$ cat src/rtl/lfsr_cipher_pkg.sv
// Shared types and constants for the LFSR stream-cipher controller.
package lfsr_cipher_pkg;

    typedef enum logic [2:0] {
        StIdle,
        StLoad,
        StPre,
        StData,
        StDrain
    } cipher_state_e;

    localparam int unsigned DEFAULT_PREAMBLE_LEN  = 7;
    localparam logic [7:0]  DEFAULT_PREAMBLE_CHAR = 8'h5F;
    localparam logic [31:0] SEED_ZERO_SUB         = 32'h0000_0001;

endpackage

$ cat src/rtl/lfsr_cipher_ctrl.sv
// Seeds and steps an external LFSR and XORs a preamble plus payload bytes with its low byte.
module lfsr_cipher_ctrl
    import lfsr_cipher_pkg::*;
#(
    parameter int unsigned PREAMBLE_LEN  = DEFAULT_PREAMBLE_LEN,
    parameter logic [7:0]  PREAMBLE_CHAR = DEFAULT_PREAMBLE_CHAR
) (
    input  logic        clk,
    input  logic        rst,
    input  logic        start,
    input  logic [31:0] seed,
    input  logic        in_valid,
    output logic        in_ready,
    input  logic [7:0]  in_byte,
    input  logic        in_last,
    output logic        out_valid,
    input  logic        out_ready,
    output logic [7:0]  out_byte,
    output logic        out_last,
    output logic        lfsr_ld,
    output logic [31:0] lfsr_ld_val,
    output logic        lfsr_step,
    input  logic [31:0] lfsr_val,
    output logic        busy
);

    localparam logic [7:0] PRE_LAST = 8'(PREAMBLE_LEN - 1);

    cipher_state_e state_q, state_d;
    logic [7:0]    cnt_q, cnt_d;
    logic          out_valid_q, out_valid_d;
    logic [7:0]    out_byte_q, out_byte_d;
    logic          out_last_q, out_last_d;
    logic [31:0]   ld_val_q, ld_val_d;

    logic          slot_free;
    logic          emit;
    logic [7:0]    src_byte;
    logic          src_last;
    logic          unused_lfsr_hi;

    assign unused_lfsr_hi = ^lfsr_val[31:8];
    assign slot_free      = !out_valid_q || out_ready;

    always_comb begin
        state_d     = state_q;
        cnt_d       = cnt_q;
        ld_val_d    = ld_val_q;
        out_byte_d  = out_byte_q;
        out_last_d  = out_last_q;
        // A consumed byte frees the register unless a new emit refills it below.
        out_valid_d = out_valid_q && !out_ready;
        emit        = 1'b0;
        src_byte    = PREAMBLE_CHAR;
        src_last    = 1'b0;
        in_ready    = 1'b0;
        lfsr_ld     = 1'b0;

        unique case (state_q)
            StIdle: begin
                if (start) begin
                    ld_val_d = (seed == 32'h0) ? SEED_ZERO_SUB : seed;
                    state_d  = StLoad;
                end
            end
            StLoad: begin
                lfsr_ld = 1'b1;
                cnt_d   = 8'h00;
                state_d = StPre;
            end
            StPre: begin
                if (slot_free) begin
                    emit  = 1'b1;
                    cnt_d = cnt_q + 8'h01;
                    if (cnt_q == PRE_LAST) begin
                        state_d = StData;
                    end
                end
            end
            StData: begin
                in_ready = slot_free;
                if (in_valid && slot_free) begin
                    emit     = 1'b1;
                    src_byte = in_byte;
                    src_last = in_last;
                    if (in_last) begin
                        state_d = StDrain;
                    end
                end
            end
            StDrain: begin
                if (out_valid_q && out_ready && out_last_q) begin
                    state_d = StIdle;
                end
            end
            default: state_d = StIdle;
        endcase

        if (emit) begin
            out_valid_d = 1'b1;
            out_byte_d  = src_byte ^ lfsr_val[7:0];
            out_last_d  = src_last;
        end
    end

    always_ff @(posedge clk or posedge rst) begin
        if (rst) begin
            state_q     <= StIdle;
            cnt_q       <= 8'h00;
            ld_val_q    <= 32'h0;
            out_valid_q <= 1'b0;
            out_byte_q  <= 8'h00;
            out_last_q  <= 1'b0;
        end else begin
            state_q     <= state_d;
            cnt_q       <= cnt_d;
            ld_val_q    <= ld_val_d;
            out_valid_q <= out_valid_d;
            out_byte_q  <= out_byte_d;
            out_last_q  <= out_last_d;
        end
    end

    assign lfsr_step   = emit;
    assign lfsr_ld_val = ld_val_q;
    assign out_valid   = out_valid_q;
    assign out_byte    = out_byte_q;
    assign out_last    = out_last_q;
    assign busy        = (state_q != StIdle);

endmodule
$ cat config.mk
export PLATFORM = sky130hd
export DESIGN_NAME = lfsr_cipher_ctrl
export DESIGN_NICKNAME = d
export VERILOG_FILES = /design/src/rtl/lfsr_cipher_pkg.sv /design/src/rtl/lfsr_cipher_ctrl.sv
export SDC_FILE = /design/constraint.sdc
export NUM_CORES = 1
export LEC_CHECK = 0
export ABC_AREA = 1
export ABC_CLOCK_PERIOD_IN_PS = 2500
export CORE_MARGIN = 3
export CORE_UTILIZATION = 44
export DETAILED_ROUTE_END_ITERATION = 8
export PLACE_DENSITY = 0.95
export SYNTH_ARGS = -nofsm -noshare
export SYNTH_HDL_FRONTEND = slang
export SYNTH_SLANG_ARGS = --single-unit
$ cat constraint.sdc
create_clock -name clk -period 2.5 [get_ports clk]
set_input_delay 0.25 -clock clk [delete_from_list [all_inputs] [get_ports clk]]
set_output_delay 0.25 -clock clk [all_outputs]
set_load 0.005 [all_outputs]
# Yosys cells after proc, flatten, opt, wreduce, memory -nomap -nowiden
# Cells that the tools add are included.
[totals]
word_cells = 53
output_inout_bits = 46
reg_bits = 53
[classes]
mux = 20
n_eq_ne = 11
n_reduce_logical = 14
bitwise = 1
addsub = 1
[ops]
columns = ["cell", "count"]
rows = [
  ["$logic_not 32->1", 1],
  ["$mux 32", 1],
  ["$mux 8", 3],
  ["$mux 3", 6],
  ["$pmux 8 s2", 1],
  ["$pmux 3 s5", 1],
  ["$ne 2x2->1 const B", 6],
  ["$add 8x1->8 const B", 1],
  ["$eq 8x3->1 const B", 1],
  ["$xor 8x8->8", 1],
  ["$mux 1", 7],
  ["$eq 3x2->1 const B", 2],
  ["$reduce_and 6->1", 1],
  ["$logic_and 1x1->1", 4],
  ["$reduce_and 2->1", 2],
  ["$eq 3x1->1 const B", 1],
  ["$eq 3x3->1 const B", 1],
  ["$logic_not 3->1", 1],
  ["$reduce_bool 3->1", 1],
  ["$logic_not 1->1", 2],
  ["$pmux 1 s2", 1],
  ["$reduce_bool 2->1", 1],
  ["$logic_or 1x1->1", 1],
]

# Logic depth before layout (Yosys ltp)
# Gate-level depths: netlist of run 1.
[depth]
depth_word = 6
depth_mapped = 9
mapped_depth_nobuf = 9

# Least setup slack after synthesis of run 1
# No wires, ideal clock.
[synth_timing]
path_type = "register to register"
start = "register state_q[0]"
end = "register ld_val_q[0] (netlist: lfsr_ld_val[0])"
period_less_slack_ns = 1.256
setup_slack_ns = 1.244
path_buffers = 0
t_arrival_ns = 1.141
stages_incl_launch_ff = 8
required_time_ns = 2.385
cell_sequence = "dfrtp_1 -> nor2_4 -> nand2_2 -> nor2_4 -> inv_2 -> or2_0 -> nor2_1 -> nor2_1"
[synth_via]
elab_chain_len = 2
[synth_lines]
columns = ["element", "line", "rtl"]
rows = [
  ["from (decl)", "lfsr_cipher_ctrl.sv:29", "cipher_state_e state_q, state_d;"],
  ["from (signal assigned)", "lfsr_cipher_ctrl.sv:108", "state_q <= StIdle;"],
  ["from (signal assigned)", "lfsr_cipher_ctrl.sv:115", "state_q <= state_d;"],
  ["$logic_not 3->1", "lfsr_cipher_ctrl.sv:59", "unique case (state_q)"],
  ["$reduce_and 2->1 (no source line)", "n/a", ""],
  ["to (signal assigned)", "lfsr_cipher_ctrl.sv:117", "ld_val_q <= ld_val_d;"],
  ["to (decl)", "lfsr_cipher_ctrl.sv:34", "logic [31:0] ld_val_q, ld_val_d;"],
]
# Every way passes these cells.
# A chain may end at the register's enable or synchronous reset.

# Worst setup path in the final report of run 1
[layout_timing]
start = "register state_q[0]"
end = "output port lfsr_step"
[layout_via]
elab_chain_len = 2
[layout_lines]
columns = ["element", "line", "rtl"]
rows = [
  ["$eq 3x2->1", "lfsr_cipher_ctrl.sv:59", ""],
  ["$pmux 1 s2 (*)", "lfsr_cipher_ctrl.sv:59", ""],
  ["to (decl)", "lfsr_cipher_ctrl.sv:22", "output logic lfsr_step,"],
]
# Mark *: on every way between the ends. The rest lies on a longest branch, timed or not.

==> results.yml, run 1 <==
floorplanning:
  die_h_um: 83.4
  die_w_um: 83.4
  die_area_um2: 6960
  rows: 27
  core_um2: 5640
  ios: 124
  start_util_pct: 46.8
timing:
  fin_skew_ps: 7.15
  worst_pin_slew_ps: 536
  maxSlewHeadroom_pct: 64.2
  finalCritPeriodShare_pct: 87.8
  hold_slack_ps: 295
  fin_tns_setup_ps: 0
  finalSetupViolCount: 0
  fmaxAchievable_mhz: 456
  grt_setup_unrepaired: "false"
  finalMaxSlewViolations: 0
  fin_crit_ps: 2190
  hold_viol_final: 0
yosys:
  yosysWarnings: 0
  synth_flop_cell: "dfrtp_1"
  ys_seq_area_share_pct: 50.3
  yosysTopAreaCell: "dfrtp_1"
  synth_seq_cells: 53
  netlist_instances: 348
  synthTopCellsByArea: "dfrtp_1, nand2_1, nand3_1"
  avgSynthCellArea_um2: 7.58
  synth.most_common_cell: "nand2_1"
  synth_cell_types: 26
  synth_nets: 428
  synth_edf_count: 0
  synth_area_um2: 2640
  synth.top_cell.area_share_pct: 50.3
  netlist_top_cells_count: "nand2_1, dfrtp_1, nor2_1"
  async_reset_ff_share_pct: 100
pwr:
  power.density_nw_per_um2: 987
  ir_drop_mv: 0.645
  power_leakage_nw: 1.88
place:
  gp_congestion: 0.767
  io_buffers: 99
  hpwl_um: 4960
grt:
  grt_pass1_wl_um: 11200
  grt_max_degree: 35
  track_usage_pct: 19.4
  grt_pass1_vias: 2515
  overflow: 0
  antenna_found_initial: 0
worst_setup_path:
  crit_path_top_delay_cell: "clkdlybuf4s50_1"
  reg2reg_to: "lfsr_ld_val[0]"
  startpoint_type: "register"
  cpPeakStageDelay_ps: 520
  reg2reg_from: "state_q[0]"
  crit_path_start: "state_q[0]"
  arrival_ps: 1940
  crit_top_cell: "nand2_4"
  crit_buf_inv: 2
  cp_top_family: "buffers and inverters"
  crit_path_max_fanout: 10
  crit_required_ps: 2250
  reg2reg_slack_ps: 930
  crit_end: "lfsr_step"
  worstSetupPathType: "reg -> out"
  end_kind: "primary output"
  reg2reg_depth: 7
  cp_num_cells: 6
  crit_chain: "nor2_4 -> nand2_1 -> inv_2 -> nand2_4 -> nand2_4 -> clkdlybuf4s50_1"
job:
  drv_cap: 0
detailed_routing:
  dr.pass1.iters: 4
  dr_total_vias: 2533
  via_per_inst: 4.85
  ant_nets: 0
  drc_errors: 0
  drt-total-wl_um: 6570
  detail_route.wl_per_cell_um: 12.6
  drt_iter0_markers: 162
clocking:
  clkLatencyLatePin_ps: 300
  cts_setup_buffers: 0
  cts_max_level: 2
  hold_buffers: 0
  cts_inserted_buffers: 5
  cts.repair.resized: 0
  cts-root-buf: "clkbuf_8"
  cts_sinks: 53
  clk_pin_slew_ps: 90
  cts_tree: "yes"
  cts_buffer_depth: 2
run_status:
  status: "finished, final reports clean"
min_path:
  hold_class: "in -> async"
finish:
  n_antenna_cell: 0
  drive_above_1_share_pct: 5.33
  fin_nets: 529
  fill_cells: 468
  area_growth_pct: 43.4
[flip-flops by register name (all words and copies together), names as in the netlist]
signal	cells
cnt_q	8
out_valid	1
out_last	1
out_byte	8
lfsr_ld_val	32
state_q	3
[cells by family (layout without fill, tap and decap cells)]
| kind of cell | Yosys count | count (layout) | synth area share, % |
|---|---|---|---|
| buffers and inverters | 40 | 142 | 6.74 |
| DFF | 53 | 53 | 50.3 |
| adders and majority gates | 2 | 2 | 0.949 |
| and+or+nand+nor | 238 | 238 | 38.8 |
| AOI/OAI and AO/OA | 14 | 14 | 2.94 |
| xor gates and xnor gates | 1 | 1 | 0.332 |
[cells in the final DEF, fill, tap and decap left out]
cell type,netlist,layout
inv_1,26,25
nor2_1,34,34
inv_4,1,1
or2_1,1,1
nand2_2,2,2
xor2_1,1,1
clkbuf_1,0,2
o31ai_1,1,1
clkinvlp_4,0,1
clkdlybuf4s50_1,0,99
nand4_1,1,1
nor3_1,1,1
or2_0,1,1
nand2_1,160,160
clkbuf_8,0,5
nand2_4,2,2
nor2_8,1,1
buf_12,0,1
nand3_4,1,1
dfrtp_1,53,53
o21ai_1,7,7
ha_1,2,2
o21ai_0,4,4
o21bai_1,2,2
inv_2,5,6
buf_4,1,2
nand3_1,26,26
nor2_4,2,2
nand3b_1,6,6
[per-layer routing]
layer	GRT usage (%)	up-vias	share of wire [%]
li1	-	1273	-
met4	6.58	0	2.1
met5	0	-	0
met3	3.77	12	4.9
met1	23.6	1178	42
met2	34.3	70	51
[worst register-to-register path: stages (launching register included)]
cell and delay (ps):
dfrtp_1 460, nor2_4 170, nand2_2 100, nor2_4 100, inv_2 220, or2_0 290, nor2_1 100, nor2_1 40
[how the worst min path moves through the flow]
| stage | depth (start not counted) | slack [ps] | end | from |
|---|---|---|---|---|
| after floorplan | 2 | 370 | lfsr_ld_val[10] | seed[10] |
| after global placement | 2 | 450 | lfsr_ld_val[16] | lfsr_ld_val[16] |
| after detailed placement | 2 | 460 | lfsr_ld_val[20] | lfsr_ld_val[20] |
| after CTS | 2 | 310 | cnt_q[7] | rst |
| after global routing | 2 | 340 | lfsr_ld_val[23] | rst |
| final | 2 | 300 | lfsr_ld_val[23] | rst |
[power breakdown]
| part | internal (mW) | total (mW) | switching (mW) |
|---|---|---|---|
| logic | 0.954 | 1.81 | 0.854 |
| clock network | 0.199 | 0.472 | 0.273 |
| registers | 1.21 | 1.45 | 0.240 |
| total | 2.37 | 3.73 | 1.37 |
[area by class of cell]
type                    instances  area [um^2]  share of cell area [%]
clock inverters                 1         7.51                   0.198
inverters                      32          123                    3.24
flip-flops and latches         53         1330                    35.1
well taps                      72         90.1                    2.38
clock buffers                   7         76.3                    2.02
repair buffers                102         1030                    27.1
multi-input cells             255         1130                    30.0
[through the flow]
| step | setup slack [ps] | util (%) | area (um^2) | std cells | power, mW |
|---|---|---|---|---|---|
| after floorplan | 964 | - | 2640 | 348 | 2.30 |
| after global placement | 413 | 65.6 | 3700 | 514 | 3.21 |
| after detailed placement | 387 | 65.6 | 3700 | 514 | 3.29 |
| after CTS | 300 | 67.0 | 3780 | 522 | 3.78 |
| after global routing | 213 | 67.0 | 3780 | 522 | 4.02 |
| final | 305 | 67.0 | 3780 | 522 | 3.73 |
Power figures use the tool's default switching activity.
==> run 2: changes to the inputs <==
--- a/config.mk
+++ b/config.mk
@@ -9,6 +9,7 @@
 export ABC_CLOCK_PERIOD_IN_PS = 2500
 export CORE_MARGIN = 3
 export CORE_UTILIZATION = 44
+export CTS_CLUSTER_DIAMETER = 80
 export DETAILED_ROUTE_END_ITERATION = 8
 export PLACE_DENSITY = 0.95
 export SYNTH_ARGS = -nofsm -noshare
==> results of run 2 <==
The final DEF is identical to that of run 1; final timing and power are the same.
==> run 3: changes to the inputs <==
--- a/config.mk
+++ b/config.mk
@@ -11,6 +11,7 @@
 export CORE_UTILIZATION = 44
 export CTS_CLUSTER_DIAMETER = 80
 export DETAILED_ROUTE_END_ITERATION = 8
+export GPL_ROUTABILITY_DRIVEN = 0
 export PLACE_DENSITY = 0.95
 export SYNTH_ARGS = -nofsm -noshare
 export SYNTH_HDL_FRONTEND = slang
==> results of run 3 <==
The final DEF is identical to that of run 1; final timing and power are the same.
